## src/rtl/nec_ir_frame_decoder.sv

```systemverilog
// NEC IR protocol decoder: turns edge/delay events from the edge catcher into
// address/command frames and repeat codes on a one-entry valid/ready output.
module nec_ir_frame_decoder #(
    parameter int DBITS = 32
) (
    input  logic             clk,
    input  logic             rst,
    input  logic             clear_n,
    input  logic             enable,
    input  logic             strict_addr,
    input  logic             ev_new,
    input  logic             ev_type,
    input  logic [DBITS-1:0] ev_delay,
    input  logic             ev_timeout,
    output logic             frame_valid,
    input  logic             frame_ready,
    output logic [15:0]      frame_addr,
    output logic [7:0]       frame_cmd,
    output logic             frame_repeat,
    output logic             err_pulse,
    output logic             overrun,
    output logic             busy
);

    typedef enum logic [2:0] {
        IDLE   = 3'd0,
        LSPACE = 3'd1,
        DMARK  = 3'd2,
        DSPACE = 3'd3,
        STOP   = 3'd4,
        RSTOP  = 3'd5
    } state_t;

    function automatic logic in_win(input logic [DBITS-1:0] d, input int unsigned lo, input int unsigned hi);
        return (d >= DBITS'(lo)) && (d <= DBITS'(hi));
    endfunction

    function automatic logic is_compl(input logic [7:0] a, input logic [7:0] b);
        return a == ~b;
    endfunction

    state_t      state_q, state_d;
    logic [4:0]  bit_cnt_q, bit_cnt_d;
    logic [31:0] data_q, data_d;
    logic [15:0] last_addr_q, last_addr_d;
    logic [7:0]  last_cmd_q, last_cmd_d;
    logic        have_last_q, have_last_d;
    logic        fv_q, fv_d;
    logic [15:0] addr_q, addr_d;
    logic [7:0]  cmd_q, cmd_d;
    logic        rpt_q, rpt_d;
    logic        err_q, err_d;
    logic        ovr_q, ovr_d;
    logic        busy_q, busy_d;

    logic        lead_mark_s, lead_space_s, rpt_space_s, bit_mark_s, zero_space_s, one_space_s;
    logic        frame_ok_s, fault_s, deliver_s, del_rpt_s;
    logic [15:0] del_addr_s, frame_addr_s;
    logic [7:0]  del_cmd_s;

    // Timing window classification of the incoming event delay
    always_comb begin
        lead_mark_s  = in_win(ev_delay, 112, 143);
        lead_space_s = in_win(ev_delay, 56, 71);
        rpt_space_s  = in_win(ev_delay, 28, 35);
        bit_mark_s   = in_win(ev_delay, 6, 11);
        zero_space_s = in_win(ev_delay, 6, 11);
        one_space_s  = in_win(ev_delay, 20, 27);
        frame_ok_s   = is_compl(data_q[31:24], data_q[23:16]) &&
                       (!strict_addr || is_compl(data_q[15:8], data_q[7:0]));
        if (strict_addr) begin
            frame_addr_s = {8'h00, data_q[7:0]};
        end else begin
            frame_addr_s = data_q[15:0];
        end
    end

    // Protocol FSM: next state, bit assembly and frame completion
    always_comb begin
        state_d     = state_q;
        bit_cnt_d   = bit_cnt_q;
        data_d      = data_q;
        last_addr_d = last_addr_q;
        last_cmd_d  = last_cmd_q;
        have_last_d = have_last_q;
        err_d       = 1'b0;
        fault_s     = 1'b0;
        deliver_s   = 1'b0;
        del_rpt_s   = 1'b0;
        del_addr_s  = 16'h0000;
        del_cmd_s   = 8'h00;
        if (!enable) begin
            state_d = IDLE;
        end else if (ev_new) begin
            case (state_q)
                IDLE: begin
                    if (!ev_timeout && ev_type && lead_mark_s) begin
                        state_d = LSPACE;
                    end else begin
                        state_d = IDLE;
                    end
                end
                LSPACE: begin
                    if (ev_timeout || ev_type) begin
                        fault_s = 1'b1;
                    end else if (lead_space_s) begin
                        state_d   = DMARK;
                        bit_cnt_d = 5'd0;
                    end else if (rpt_space_s) begin
                        state_d = RSTOP;
                    end else begin
                        fault_s = 1'b1;
                    end
                end
                DMARK: begin
                    if (!ev_timeout && ev_type && bit_mark_s) begin
                        state_d = DSPACE;
                    end else begin
                        fault_s = 1'b1;
                    end
                end
                DSPACE: begin
                    if (ev_timeout || ev_type || !(zero_space_s || one_space_s)) begin
                        fault_s = 1'b1;
                    end else begin
                        data_d[bit_cnt_q] = one_space_s;
                        if (bit_cnt_q == 5'd31) begin
                            state_d = STOP;
                        end else begin
                            bit_cnt_d = bit_cnt_q + 5'd1;
                            state_d   = DMARK;
                        end
                    end
                end
                STOP: begin
                    if (!ev_timeout && ev_type && bit_mark_s && frame_ok_s) begin
                        state_d     = IDLE;
                        deliver_s   = 1'b1;
                        del_addr_s  = frame_addr_s;
                        del_cmd_s   = data_q[23:16];
                        last_addr_d = frame_addr_s;
                        last_cmd_d  = data_q[23:16];
                        have_last_d = 1'b1;
                    end else begin
                        fault_s = 1'b1;
                    end
                end
                RSTOP: begin
                    if (!ev_timeout && ev_type && bit_mark_s && have_last_q) begin
                        state_d    = IDLE;
                        deliver_s  = 1'b1;
                        del_rpt_s  = 1'b1;
                        del_addr_s = last_addr_q;
                        del_cmd_s  = last_cmd_q;
                    end else begin
                        fault_s = 1'b1;
                    end
                end
                default: begin
                    fault_s = 1'b1;
                end
            endcase
            // A leader-length mark seen in error is treated as the start of a new frame
            if (fault_s) begin
                err_d = 1'b1;
                if (ev_type && lead_mark_s) begin
                    state_d = LSPACE;
                end else begin
                    state_d = IDLE;
                end
            end else begin
                err_d = 1'b0;
            end
        end else begin
            state_d = state_q;
        end
    end

    // One-entry output buffer with valid/ready handshake and overrun flag
    always_comb begin
        fv_d   = fv_q;
        addr_d = addr_q;
        cmd_d  = cmd_q;
        rpt_d  = rpt_q;
        ovr_d  = ovr_q;
        busy_d = (state_d != IDLE);
        if (fv_q && frame_ready) begin
            fv_d = 1'b0;
        end else begin
            fv_d = fv_q;
        end
        if (deliver_s) begin
            if (fv_q && !frame_ready) begin
                ovr_d = 1'b1;
            end else begin
                fv_d   = 1'b1;
                addr_d = del_addr_s;
                cmd_d  = del_cmd_s;
                rpt_d  = del_rpt_s;
            end
        end else begin
            ovr_d = ovr_q;
        end
    end

    // State and output registers; clear_n acts as a synchronous reset
    always_ff @(posedge clk or posedge rst) begin
        if (rst) begin
            state_q     <= IDLE;
            bit_cnt_q   <= 5'd0;
            data_q      <= 32'h0000_0000;
            last_addr_q <= 16'h0000;
            last_cmd_q  <= 8'h00;
            have_last_q <= 1'b0;
            fv_q        <= 1'b0;
            addr_q      <= 16'h0000;
            cmd_q       <= 8'h00;
            rpt_q       <= 1'b0;
            err_q       <= 1'b0;
            ovr_q       <= 1'b0;
            busy_q      <= 1'b0;
        end else if (!clear_n) begin
            state_q     <= IDLE;
            bit_cnt_q   <= 5'd0;
            data_q      <= 32'h0000_0000;
            last_addr_q <= 16'h0000;
            last_cmd_q  <= 8'h00;
            have_last_q <= 1'b0;
            fv_q        <= 1'b0;
            addr_q      <= 16'h0000;
            cmd_q       <= 8'h00;
            rpt_q       <= 1'b0;
            err_q       <= 1'b0;
            ovr_q       <= 1'b0;
            busy_q      <= 1'b0;
        end else begin
            state_q     <= state_d;
            bit_cnt_q   <= bit_cnt_d;
            data_q      <= data_d;
            last_addr_q <= last_addr_d;
            last_cmd_q  <= last_cmd_d;
            have_last_q <= have_last_d;
            fv_q        <= fv_d;
            addr_q      <= addr_d;
            cmd_q       <= cmd_d;
            rpt_q       <= rpt_d;
            err_q       <= err_d;
            ovr_q       <= ovr_d;
            busy_q      <= busy_d;
        end
    end

    assign frame_valid  = fv_q;
    assign frame_addr   = addr_q;
    assign frame_cmd    = cmd_q;
    assign frame_repeat = rpt_q;
    assign err_pulse    = err_q;
    assign overrun      = ovr_q;
    assign busy         = busy_q;

endmodule
```

## config.mk

```make
export PLATFORM = sky130hd
export DESIGN_NAME = nec_ir_frame_decoder
export DESIGN_NICKNAME = d
export VERILOG_FILES = /design/src/rtl/nec_ir_frame_decoder.sv
export SDC_FILE = /design/constraint.sdc
export NUM_CORES = 1
export LEC_CHECK = 0
export BUFFER_PORTS_ARGS = -buffer_cell sky130_fd_sc_hd__buf_2
export CELL_PAD_IN_SITES_DETAIL_PLACEMENT = 0
export CELL_PAD_IN_SITES_GLOBAL_PLACEMENT = 1
export CORE_ASPECT_RATIO = 2
export CORE_UTILIZATION = 41
export CTS_CLUSTER_SIZE = 25
export DETAILED_ROUTE_END_ITERATION = 8
export GPL_TIMING_DRIVEN = 0
export PLACE_DENSITY = 0.86
export SLEW_MARGIN = 30
export SYNTH_ARGS = -nofsm -noshare
export SYNTH_HDL_FRONTEND = slang
export SYNTH_SLANG_ARGS = --single-unit
```

## constraint.sdc

```tcl
create_clock -name clk -period 2.7 [get_ports clk]
set_input_delay 0.27 -clock clk [delete_from_list [all_inputs] [get_ports clk]]
set_output_delay 0.27 -clock clk [all_outputs]
set_load 0.1 [all_outputs]
```

## After elaboration in Yosys (flattened, before gate mapping)

Cells that the tools add are included.

- $add $sub $neg: 1
- Magnitude comparators: 12
- Equality and inequality tests: 22
- Muxes and demuxes: 96
- Bitwise gates (word level): 2
- Reductions and logical operators: 30

Operators with widths:

| kind | number |
|---|---|
| 16-bit 2-to-1 mux | 13 |
| 32-bit 2-to-1 mux | 5 |
| 8-bit 2-to-1 mux | 12 |
| 32-bit by 5-bit >= comparator with 1-bit output, second input constant | 2 |
| 1-bit 2-to-1 mux | 39 |
| 3-bit 2-to-1 mux | 12 |
| 5-bit 2-to-1 mux | 7 |
| 32-bit bitwise mux | 1 |
| 32-bit by 3-bit >= comparator with 1-bit output, second input constant | 1 |
| 32-bit by 6-bit >= comparator with 1-bit output, second input constant | 1 |
| 32-bit by 7-bit >= comparator with 1-bit output, second input constant | 1 |
| 32-bit by 4-bit <= comparator with 1-bit output, second input constant | 1 |
| 32-bit by 5-bit <= comparator with 1-bit output, second input constant | 1 |
| 32-bit by 6-bit <= comparator with 1-bit output, second input constant | 1 |
| 32-bit by 7-bit <= comparator with 1-bit output, second input constant | 1 |
| 32-bit by 8-bit <= comparator with 1-bit output, second input constant | 1 |
| 16-bit case mux with 2 select lines | 1 |
| 3-bit case mux with 6 select lines | 1 |
| 8-bit == test | 2 |
| 8-bit inverter | 2 |
| 8-bit case mux with 2 select lines | 1 |
| 1-bit logical AND | 15 |
| 2-bit by 1-bit != test with 1-bit output, second input constant | 7 |
| 3-bit != test, second input constant | 4 |
| other kinds (20) | 31 |

- Register bits: 94
- Input bits: 41
- Output and inout bits: 29
- Word-level logic and storage cells: 176

## Logic depth before layout (Yosys ltp)

Gate-level depths: netlist of the first run.

- Depth in word-level cells: 14
- Mapped depth: 10
- Gate-level depth less buffers: 7

## Worst setup path before layout of the first run

No wires, ideal clock.

- Path type: input-to-reg
- Start: input port ev_delay[26]
- End: register data_q[24]
- Library setup time: 0.135 ns
- Data arrival time: 1.923 ns
- Data required time: 2.565 ns
- Slack: 0.642 ns
- Stages: 9
- Path buffers: 2
- Cells stage by stage: nor4_4 nand4_4 nor4_2 and4_1 buf_6 nand2_4 buf_6 o211ai_1 o31ai_1

- Word-level cells in the longest chain between the ends: 8
- Elaborated cells between the ends (all ways): 17
- Classes of those cells: 4 x order compare; 1 x eq/ne; 6 x mux; 6 x reduce/logical

RTL lines:

| element | RTL line | text |
|---|---|---|
| start, declared | 13 | `input logic [DBITS-1:0] ev_delay,` |
| 32-bit by 5-bit >= comparator with 1-bit output or 32-bit by 5-bit <= comparator with 1-bit output (tied branches) | 35 | `return (d >= DBITS'(lo)) && (d <= DBITS'(hi));` |
| 1-bit logical AND | 35 |  |
| 32-bit bitwise mux | 126 | `data_d[bit_cnt_q] = one_space_s;` |
| 32-bit 2-to-1 mux | 123 | `if (ev_timeout \|\| ev_type \|\| !(zero_space_s \|\| one_space_s)) begin` |
| 32-bit 2-to-1 mux | 95 | `case (state_q)` |
| 32-bit 2-to-1 mux | 94 | `end else if (ev_new) begin` |
| 32-bit 2-to-1 mux | 92 | `if (!enable) begin` |
| 32-bit 2-to-1 mux | 222 | `end else if (!clear_n) begin` |
| end signal, assigned | 239 | `data_q <= data_d;` |
| end, declared | 44 | `logic [31:0] data_q, data_d;` |

Parallel ways exist; a longest one is shown, timed or not. The select of a mux whose other input is x is not followed.
A chain may end at the register's enable or synchronous reset.

## Worst setup path in the final report of the first run

- Start: register data_q[21]
- End: register last_addr_q[1]

- Word-level cells in the longest chain between the ends: 6

RTL lines:

| element | RTL line | text |
|---|---|---|
| 8-bit inverter | 39 | `return a == ~b;` |
| 8-bit == test | 39 |  |
| 1-bit logical AND | 69 | `frame_ok_s = is_compl(data_q[31:24], data_q[23:16]) &&` |
| 1-bit logical AND | 136 | `if (!ev_timeout && ev_type && bit_mark_s && frame_ok_s) begin` |
| 2-bit by 1-bit != test with 1-bit output (no line) | -- |  |
| 4-bit AND reduction (no line) | -- |  |
| end signal, assigned | 240 | `last_addr_q <= last_addr_d;` |
| end, declared | 45 | `logic [15:0] last_addr_q, last_addr_d;` |

Every way passes these cells.

==> results of run 1 <==
==> worst paths after layout <==
check / to / slack (ns) / cells after the start
setup / recovery: last_addr_q[1] / 0.09 / 9
hold / removal: state_q[2] / 0.23 / 2
setup reg to reg: last_addr_q[1] / 0.09 / 9
hold reg to reg: overrun / 0.50 / 1
max in group asynchronous: last_addr_q[15] / 1.50 / 5
min in group asynchronous: last_addr_q[1] / 0.49 / 3
==> sequential cells by signal (all words and copies together), names as in the netlist <==
register and flops:
frame_cmd 8, frame_addr 16, busy 1, err_pulse 1, frame_valid 1, frame_repeat 1
have_last_q 1, overrun 1, bit_cnt_q 5, state_q 3, last_cmd_q 8, data_q 32
last_addr_q 16
==> logic make-up (layout without fill, tap and decap cells) <==
kind of cell | Yosys count | after routing | share of synthesized area [%]
adder cells (fa/ha/maj) | 5 | 5 | 1.16
multiplexers | 1 | 1 | 0.185
XOR/XNOR | 17 | 17 | 2.75
AND/OR/NAND/NOR | 198 | 198 | 23.1
buffers and inverters | 47 | 136 | 4.65
flip-flops | 94 | 94 | 43.4
AO/OA/AOI/OAI | 163 | 163 | 24.8
==> placed cells by master, fill, tap and decap left out, types with 10 or more instances in the layout <==
master	count
dfrtp_1	94
buf_2	74
nand2_1	55
nand3_1	45
o31ai_1	33
o211ai_1	30
a22oi_1	24
clkbuf_1	22
a21boi_1	21
o31ai_2	20
nand3b_1	12
nor2_1	11
nor3_1	10
a21boi_0	10
==> area by class of cell <==
class | instances | area share [%]
buffer | 43 | 3.74
clock buffer | 12 | 3.90
clock inverter | 4 | 0.514
inverter | 4 | 0.297
multi-input combinational | 384 | 44.7
sequential | 94 | 37.2
tap | 152 | 3.01
timing repair buffer | 73 | 6.69
==> worst max-delay path, stage by stage, from the launching register on <==
cell and delay, ns:
dfrtp_1 0.42, xnor2_1 0.17, nor4_2 0.55, and3_1 0.26
and2_1 0.19, and4_1 0.21, buf_2 0.19, buf_2 0.27
nand2_1 0.10, a21boi_1 0.16
==> per-layer routing <==
| layer | GRT usage [%] | wire, um |
|---|---|---|
| met1 | 21.1 | 5010 |
| met2 | 44.4 | 8390 |
| met3 | 2.50 | 494 |
| met4 | 12.0 | 658 |
| met5 | 0 | 0 |
==> report_power, final <==
group | internal (mW) | switching (mW) | leakage, nW
clock network | 0.654 | 0.547 | 0.129
registers | 1.41 | 0.000508 | 1.31
logic | 0.0653 | 0.128 | 1.23
total | 2.13 | 0.676 | 2.67
==> through the flow <==
| stage | cell area (sq um) | TNS (ns) | utilization, % |
|---|---|---|---|
| 4_1_cts | 6320 | 0 | 48.9 |
| 2_1_floorplan | 5420 | 0 | - |
| 6_report | 6320 | 0 | 49.0 |
| 3_5_place_dp | 6000 | -0.0753 | 46.4 |
| 5_1_grt | 6320 | 0 | 49.0 |
| 3_3_place_gp | 5940 | 0 | 46.0 |
==> repair_timing <==
item,4_1_cts,5_1_grt
setup endpoints to repair,27,13
hold buffers,1,0
endpoints found under the hold margin,16,0
setup buffers,3,0
resized for setup,1,1
pin swaps,1,0
==> impl_metrics.json, run 1 <==
{
  "status": "finished, final reports clean",
  "rsz0062_at_grt": "no",
  "syn_area_sq_mm": 0.00541,
  "yosysTopAreaCell": "dfrtp_1",
  "crit_type": "register to register",
  "grt-ovfl-total": 0,
  "cts.sinks": 94,
  "drive_gt1_share_pct": 24.8,
  "insertion_delay_ns": 0.34,
  "routed_via_density": 5.98,
  "core-area_sq_mm": 0.0129,
  "synth_ff_type": "dfrtp_1",
  "report.final.hold_viol_count": 0,
  "worstSetupStartpoint": "data_q[21]",
  "syn_area_per_cell_sq_um": 10.3,
  "syn_to_final_growth_pct": 16.8,
  "postRouteAntennaNets": 0,
  "io_pins": 70,
  "grt_use_total_pct": 22.0,
  "grt_pass1_vias": 4707,
  "path_clk_slew_ns": 0.07,
  "critPathLaunchType": "register",
  "synth_top_area_share_pct": 43.4,
  "ctsLongestPathBuffers": 2,
  "placedCellCount": 746,
  "powerDensity_mw_per_mm2": 443,
  "end_kind": "register",
  "place_congestion": 0.922,
  "dieArea_sq_mm": 0.0137,
  "drtIter0Drc": 222,
  "r2r-start": "data_q[21]",
  "fill_cells": 1168,
  "ys_seq_area_share_pct": 43.4,
  "firstDrtPassIters": 5,
  "setup_ws_ns": 0.0941,
  "wl_um": 14600,
  "finClkSkew_ns": 0.00862,
  "worstMarginPinSlew_ns": 0.743,
  "synth_edf_count": 0,
  "finalMaxSlewViolations": 0,
  "synth_common_cells": "dfrtp_1 (94), nand2_1 (55), nand3_1 (45), o31ai_1 (33), o211ai_1 (30)",
  "grt_pass1_wl_um": 23600,
  "fmax_ghz": 0.384,
  "ys_ff_latch": 94,
  "synth_most_common_cell": "dfrtp_1",
  "post_drt_wl_per_cell_um": 19.0,
  "row_count": 59,
  "maxSlewHeadroom_pct": 50.5,
  "antenna_cells": 0,
  "vias": 4580,
  "stdcell_count": 766,
  "antenna_found_initial": 0,
  "async_flop_share_pct": 100,
  "io_buffers": 66,
  "fin_nets": 655,
  "cts_buffers": 9,
  "power_mw": 2.80,
  "crit_fanout": 10,
  "regArea_sq_mm": 0.00235,
  "die_h_um": 165,
  "start_util_pct": 41.9,
  "cts_tree": "done",
  "setup_viol": 0,
  "synth_cells": 525,
  "multi_input_area_sq_mm": 0.00283,
  "dp_hpwl_um": 11400,
  "drc": 0,
  "syn_nets": 571,
  "dp_slack_ns": -0.0199,
  "hp-class": "primary input to register",
  "fin_hold_ws_ns": 0.233,
  "cap_viol_max_count": 0,
  "period_share_pct": 96.5,
  "ys_top_cells_by_area": "dfrtp_1 (43%), o31ai_2 (4.6%), o31ai_1 (4.6%)",
  "min_period_ns": 2.61,
  "grt_max_degree": 28,
  "ctsHtreeMaxLevel": 3,
  "clockRootBuffer": "clkbuf_16",
  "yosysUniqueCellTypes": 61,
  "p_leak_nw": 2.67,
  "peakVddDrop_mv": 0.295,
  "hold_start": "ev_new",
  "yosysWarnings": 0,
  "required_ns": 2.97,
  "dieWidth_um": 83.3,
  "worstPathArrival_ns": 2.87
}
(Power assumes the default switching activity.)
==> run 2: changes to the inputs <==
ABC_AREA = 1   (was not set)
CORE_UTILIZATION = 39   (was 41)
PLACE_DENSITY = 0.87   (was 0.86)
==> impl_metrics.json, run 2 <==
{
  "hp-class": "primary input to asynchronous set/reset pin",
  "worstPathArrival_ns": 2.50,
  "ys_top_cells_by_area": "dfrtp_1 (45%), nand2_1 (11%), nand3_1 (7.5%)",
  "start_util_pct": 39.9,
  "violations": "hold timing",
  "antenna_found_initial": 0,
  "ys_seq_area_share_pct": 45.4,
  "place_congestion": 0.838,
  "critPathLaunchType": "register",
  "core-area_sq_mm": 0.0130,
  "syn_nets": 704,
  "cts.sinks": 94,
  "post_drt_wl_per_cell_um": 13.6,
  "cts_resized": 0,
  "cts_tree": "done",
  "hold_buffers": 0,
  "ys_ff_latch": 94,
  "syn_area_sq_mm": 0.00518,
  "grt_pass1_wl_um": 20400,
  "cap_viol_max_count": 0,
  "finalSetupTns_ns": 0,
  "syn_area_per_cell_sq_um": 7.87,
  "fill_cells": 1253,
  "largest_reg_flops": 32,
  "io_buffers": 68,
  "postRouteAntennaNets": 0,
  "clockRootBuffer": "clkbuf_16",
  "synth_ff_type": "dfrtp_1",
  "crit_type": "register to register",
  "antenna_cells": 0,
  "fmax_ghz": 0.436,
  "worstMarginPinSlew_ns": 0.948,
  "regMostFlops": "data_q",
  "dieWidth_um": 83.5,
  "dp_hpwl_um": 9680,
  "path_clk_slew_ns": 0.06,
  "setup_viol": 0,
  "peakVddDrop_mv": 0.474,
  "period_share_pct": 85.0,
  "finClkSkew_ns": 0.00415,
  "vias": 4520,
  "grt_pass1_vias": 4449,
  "die_h_um": 165,
  "cts_setup_buffers": 0,
  "stdcell_count": 895,
  "synth_top_area_share_pct": 45.4,
  "synth_most_common_cell": "nand2_1",
  "synth_common_cells": "nand2_1 (158), dfrtp_1 (94), inv_1 (91), nand3_1 (78), nor2_1 (68)",
  "required_ns": 2.90,
  "drtIter0Drc": 177,
  "firstDrtPassIters": 4,
  "mostFrequentLayoutCells": "nand2_1 (158), dfrtp_1 (94), inv_1 (90)",
  "ff2ff_path_depth": 7,
  "fin_area_sq_mm": 0.00607,
  "row_count": 59,
  "drc": 0,
  "yosysTopAreaCell": "dfrtp_1",
  "routed_via_density": 5.05,
  "yosysWarnings": 0,
  "finalMaxSlewViolations": 0,
  "wl_um": 12200,
  "status": "finished, violations left",
  "rsz0062_at_grt": "no",
  "dieArea_sq_mm": 0.0138,
  "grt-ovfl-total": 0,
  "crit_fanout": 8,
  "p_leak_nw": 2.84,
  "grt_max_degree": 29,
  "synth_edf_count": 0,
  "fin_hold_ws_ns": -0.00757,
  "grt_use_total_pct": 18.9,
  "cts_buffers": 9,
  "end_kind": "register",
  "drive_gt1_share_pct": 17.8,
  "yosysUniqueCellTypes": 33,
  "fin_nets": 786,
  "dpl_cell_area_sq_mm": 0.00578,
  "report.final.hold_viol_count": 19,
  "syn_to_final_growth_pct": 17.2,
  "ctsHtreeMaxLevel": 3,
  "powerDensity_mw_per_mm2": 474,
  "maxSlewHeadroom_pct": 36.2,
  "final_common_cell": "nand2_1",
  "power_mw": 2.88,
  "ctsLongestPathBuffers": 2,
  "synth_cells": 658,
  "min_period_ns": 2.29,
  "async_flop_share_pct": 100,
  "io_pins": 70,
  "placedCellCount": 881,
  "insertion_delay_ns": 0.34
}
-- run 2: changes by cell type in the layout (fill, tap and decap cells not counted), sizes merged, moves of 12 or more --
cell	before	now
a21boi	31	0
a22oi	24	0
buf	94	82
inv	3	92
nand2	60	163
nand3	45	81
nor2	11	77
nor4	13	1
o211ai	33	0
o21ai	6	44
o22ai	0	49
o31ai	53	1
-- run 2: stage by stage --
step | worst slack, ns | utilization [%]
2_1_floorplan | 0.891 | -
3_3_place_gp | 0.483 | 44.0
3_5_place_dp | 0.483 | 44.5
4_1_cts | 0.453 | 46.7
5_1_grt | 0.262 | 46.7
6_report | 0.406 | 46.7
-- run 2: worst max-delay path, stage by stage (launching register included) --
cell     delay (ns)
dfrtp_1        0.44
inv_1          0.12
nor3_1         0.65
nand4_4        0.28
nor2_4         0.32
nand2_1        0.14
nand3_1        0.11
o21ai_1        0.09
-- run 2: cell type report --
| class | instances | area [sq um] | area share (%) |
|---|---|---|---|
| plain buffers | 21 | 131 | 2.16 |
| clock buffers | 13 | 260 | 4.29 |
| clock inverters | 1 | 30.0 | 0.494 |
| inverters | 93 | 355 | 5.85 |
| multi-input cells | 450 | 2350 | 38.6 |
| flip-flops and latches | 94 | 2350 | 38.7 |
| well taps | 152 | 190 | 3.13 |
| repair buffers | 71 | 408 | 6.72 |
-- run 2: metal layers --
metal  up-vias  routed length (um)  GRT usage [%]
met1      2048                4390           17.7
met3        30                 466           3.15
li1       2308                   -              -
met5         -                   0              0
met4         0                 576           10.9
met2       134                6770           37.7
-- run 2: logic make-up after synthesis --
family / synth area share (%)
and+or+nand+nor: 29.5
buffers and inverters: 9.32
AOI/OAI and AO/OA: 13.7
DFF: 45.4
xor gates and xnor gates: 0.845
adders and majority gates: 1.21
-- run 2: worst paths after layout --
kind,startpoint,end,slack [ns]
max,state_q[1],data_q[10],0.41
min,rst,frame_addr[1],-0.008
max reg2reg,state_q[1],data_q[10],0.41
min reg2reg,frame_addr[4],frame_addr[4],0.47
max in group asynchronous,rst,data_q[5],1.96
min in group clk,ev_new,state_q[2],0.25
-- run 2: report_power, final --
| part | leakage (nW) | switching (mW) | internal (mW) |
|---|---|---|---|
| Sequential | 1.31 | 0.00459 | 1.41 |
| Clock | 0.142 | 0.500 | 0.759 |
| Combinational | 1.39 | 0.136 | 0.0665 |
==> run 3: changes to the inputs <==
ABC_AREA = 0   (was 1)
CORE_UTILIZATION = 45   (was 39)
PLACE_DENSITY = 0.89   (was 0.87)
clock period = 2.2 ns   (was 2.7 ns; I/O delays follow)
==> impl_metrics.json, run 3 (same netlist as run 1, synthesis figures left out) <==
{
  "placedCellCount": 739,
  "dp_hpwl_um": 11500,
  "rsz0062_at_grt": "yes",
  "antenna_cells": 0,
  "hp-class": "primary input to register",
  "peakVddDrop_mv": 0.403,
  "multi_input_area_sq_mm": 0.00327,
  "powerDensity_mw_per_mm2": 494,
  "post_drt_wl_per_cell_um": 20.9,
  "row_count": 56,
  "grt_pass1_vias": 4915,
  "regArea_sq_mm": 0.00235,
  "path_cells": "xnor2_2 -> nor4_4 -> buf_4 -> nand3_4 -> nor4b_4 -> buf_4 -> nand2_8 -> clkbuf_16 -> nand2_2 -> a21boi_1",
  "fill_cells": 929,
  "violations": "setup timing",
  "finClkSkew_ns": 0.00955,
  "crit_top_cell": "buf_4",
  "cts.sinks": 94,
  "grt-ovfl-total": 0,
  "die_h_um": 157,
  "antenna_found_initial": 0,
  "drive_gt1_share_pct": 37.8,
  "ctsLongestPathBuffers": 2,
  "cpMaxStageDelayCell": "dfrtp_1",
  "wl_um": 16200,
  "required_ns": 2.44,
  "path_delay_family": "simple AND/OR/NAND/NOR gates",
  "cap_viol_max_count": 0,
  "largest_reg_flops": 32,
  "io_pins": 70,
  "firstDrtPassIters": 6,
  "vias": 4808,
  "core-area_sq_mm": 0.0117,
  "path_buf_inv": 3,
  "io_buffers": 66,
  "mostFrequentLayoutCells": "dfrtp_1 (93), buf_2 (68), nand3_1 (39)",
  "critPathLaunchType": "register",
  "grt_use_total_pct": 26.6,
  "report.final.hold_viol_count": 0,
  "regMostFlops": "data_q",
  "postRouteAntennaNets": 0,
  "power_mw": 3.52,
  "insertion_delay_ns": 0.35,
  "dieArea_sq_mm": 0.0125,
  "finalSetupTns_ns": -0.536,
  "period_share_pct": 102,
  "end_kind": "register",
  "setup_ws_ns": -0.0388,
  "setup_viol": 34,
  "grtUsageMet2_pct": 49.4,
  "worstPathArrival_ns": 2.48,
  "clockRootBuffer": "clkbuf_16",
  "crit_fanout": 8,
  "place_congestion": 0.884,
  "maxSlewHeadroom_pct": 38.4,
  "grt_pass1_wl_um": 25100,
  "crit_type": "register to register",
  "finalMaxSlewViolations": 0,
  "drc": 0,
  "drtIter0Drc": 311,
  "busiest_layer": "met2",
  "cts_buffers": 9,
  "stdcell_count": 775,
  "dieWidth_um": 79.6,
  "worstMarginPinSlew_ns": 0.924,
  "fin_nets": 671,
  "cts_tree": "done",
  "p_leak_nw": 2.93,
  "use_met3_pct": 3.88,
  "grt_max_degree": 31,
  "crit_path_max_incr_delay_ns": 0.41,
  "use_met1_pct": 25.2,
  "final_common_cell": "dfrtp_1",
  "ctsHtreeMaxLevel": 3,
  "fmax_ghz": 0.447,
  "start_util_pct": 46.3,
  "status": "finished, violations left",
  "routed_via_density": 6.20,
  "path_clk_slew_ns": 0.07,
  "min_period_ns": 2.24,
  "syn_to_final_growth_pct": 31.5
}
-- run 3: changes by cell type in the layout (fill, tap and decap cells not counted), sizes merged, moves of 31 or more --
cell    change
o31ai      +52
o22ai      -49
a21boi     +31
o21ai      -38
nand2     -103
nand3      -36
o211ai     +33
inv        -87
nor2       -66
-- run 3: path summary, 6_finish.rpt --
kind	to	slack, ns	start	depth (start not counted)
setup / recovery	last_addr_q[7]	-0.04	data_q[17]	10
hold / removal	frame_valid	0.19	frame_ready	3
setup reg to reg	last_addr_q[7]	-0.04	data_q[17]	10
hold reg to reg	overrun	0.49	overrun	1
max in group asynchronous	last_addr_q[15]	1.04	rst	5
min in group asynchronous	data_q[2]	0.46	rst	3
-- run 3: area by class of cell --
cell class / instances / area share (%)
plain buffers: 38 / 4.41
clock buffers: 12 / 3.60
clock inverters: 4 / 0.387
inverters: 4 / 0.264
multi-input cells: 385 / 46.0
flip-flops and latches: 94 / 33.1
well taps: 145 / 2.55
repair buffers: 93 / 9.74
-- run 3: per-layer routing --
layer / vias to the layer above / wire length [um] / share of wire [%]
met1: 2379 / 5330 / 33
met2: 171 / 9260 / 57
met5: - / 0 / 0
met4: 0 / 1060 / 6.5
met3: 66 / 591 / 3.6
li1: 2192 / - / -
-- run 3: tightest hold or removal path: cells and delay by family --
family          cells  cell delay [ns]
simple gates        1             0.13
buf+inv             1             0.07
compound gates      1             0.07
-- run 3: timing repair --
| item | in CTS | in global routing |
|---|---|---|
| gates resized for setup | 59 | 76 |
| pin swaps | 13 | 45 |
| setup buffers | 13 | 5 |
| hold endpoints to repair | 17 | 0 |
| hold buffers | 1 | 0 |
| setup endpoints to repair | 85 | 75 |
| gates cloned | 3 | 4 |
-- run 3: report_power, final --
| part | switching, mW | total, mW | internal [mW] |
|---|---|---|---|
| Clock | 0.677 | 1.51 | 0.834 |
| Combinational | 0.175 | 0.273 | 0.0976 |
| Sequential | 0.00233 | 1.73 | 1.73 |
| Total | 0.855 | 3.52 | 2.66 |
-- run 3: metrics by stage --
step                      area [sq um]  utilization [%]  hold slack (ns)  worst slack [ns]
after floorplan                   5420                -            0.335             0.143
after global placement            5930             50.7            0.473            -0.449
after detailed placement          6000             51.3            0.278            -0.514
after CTS                         6710             57.3            0.192           -0.0354
after global routing              7120             60.8            0.192            -0.172
final                             7120             60.8            0.194           -0.0388
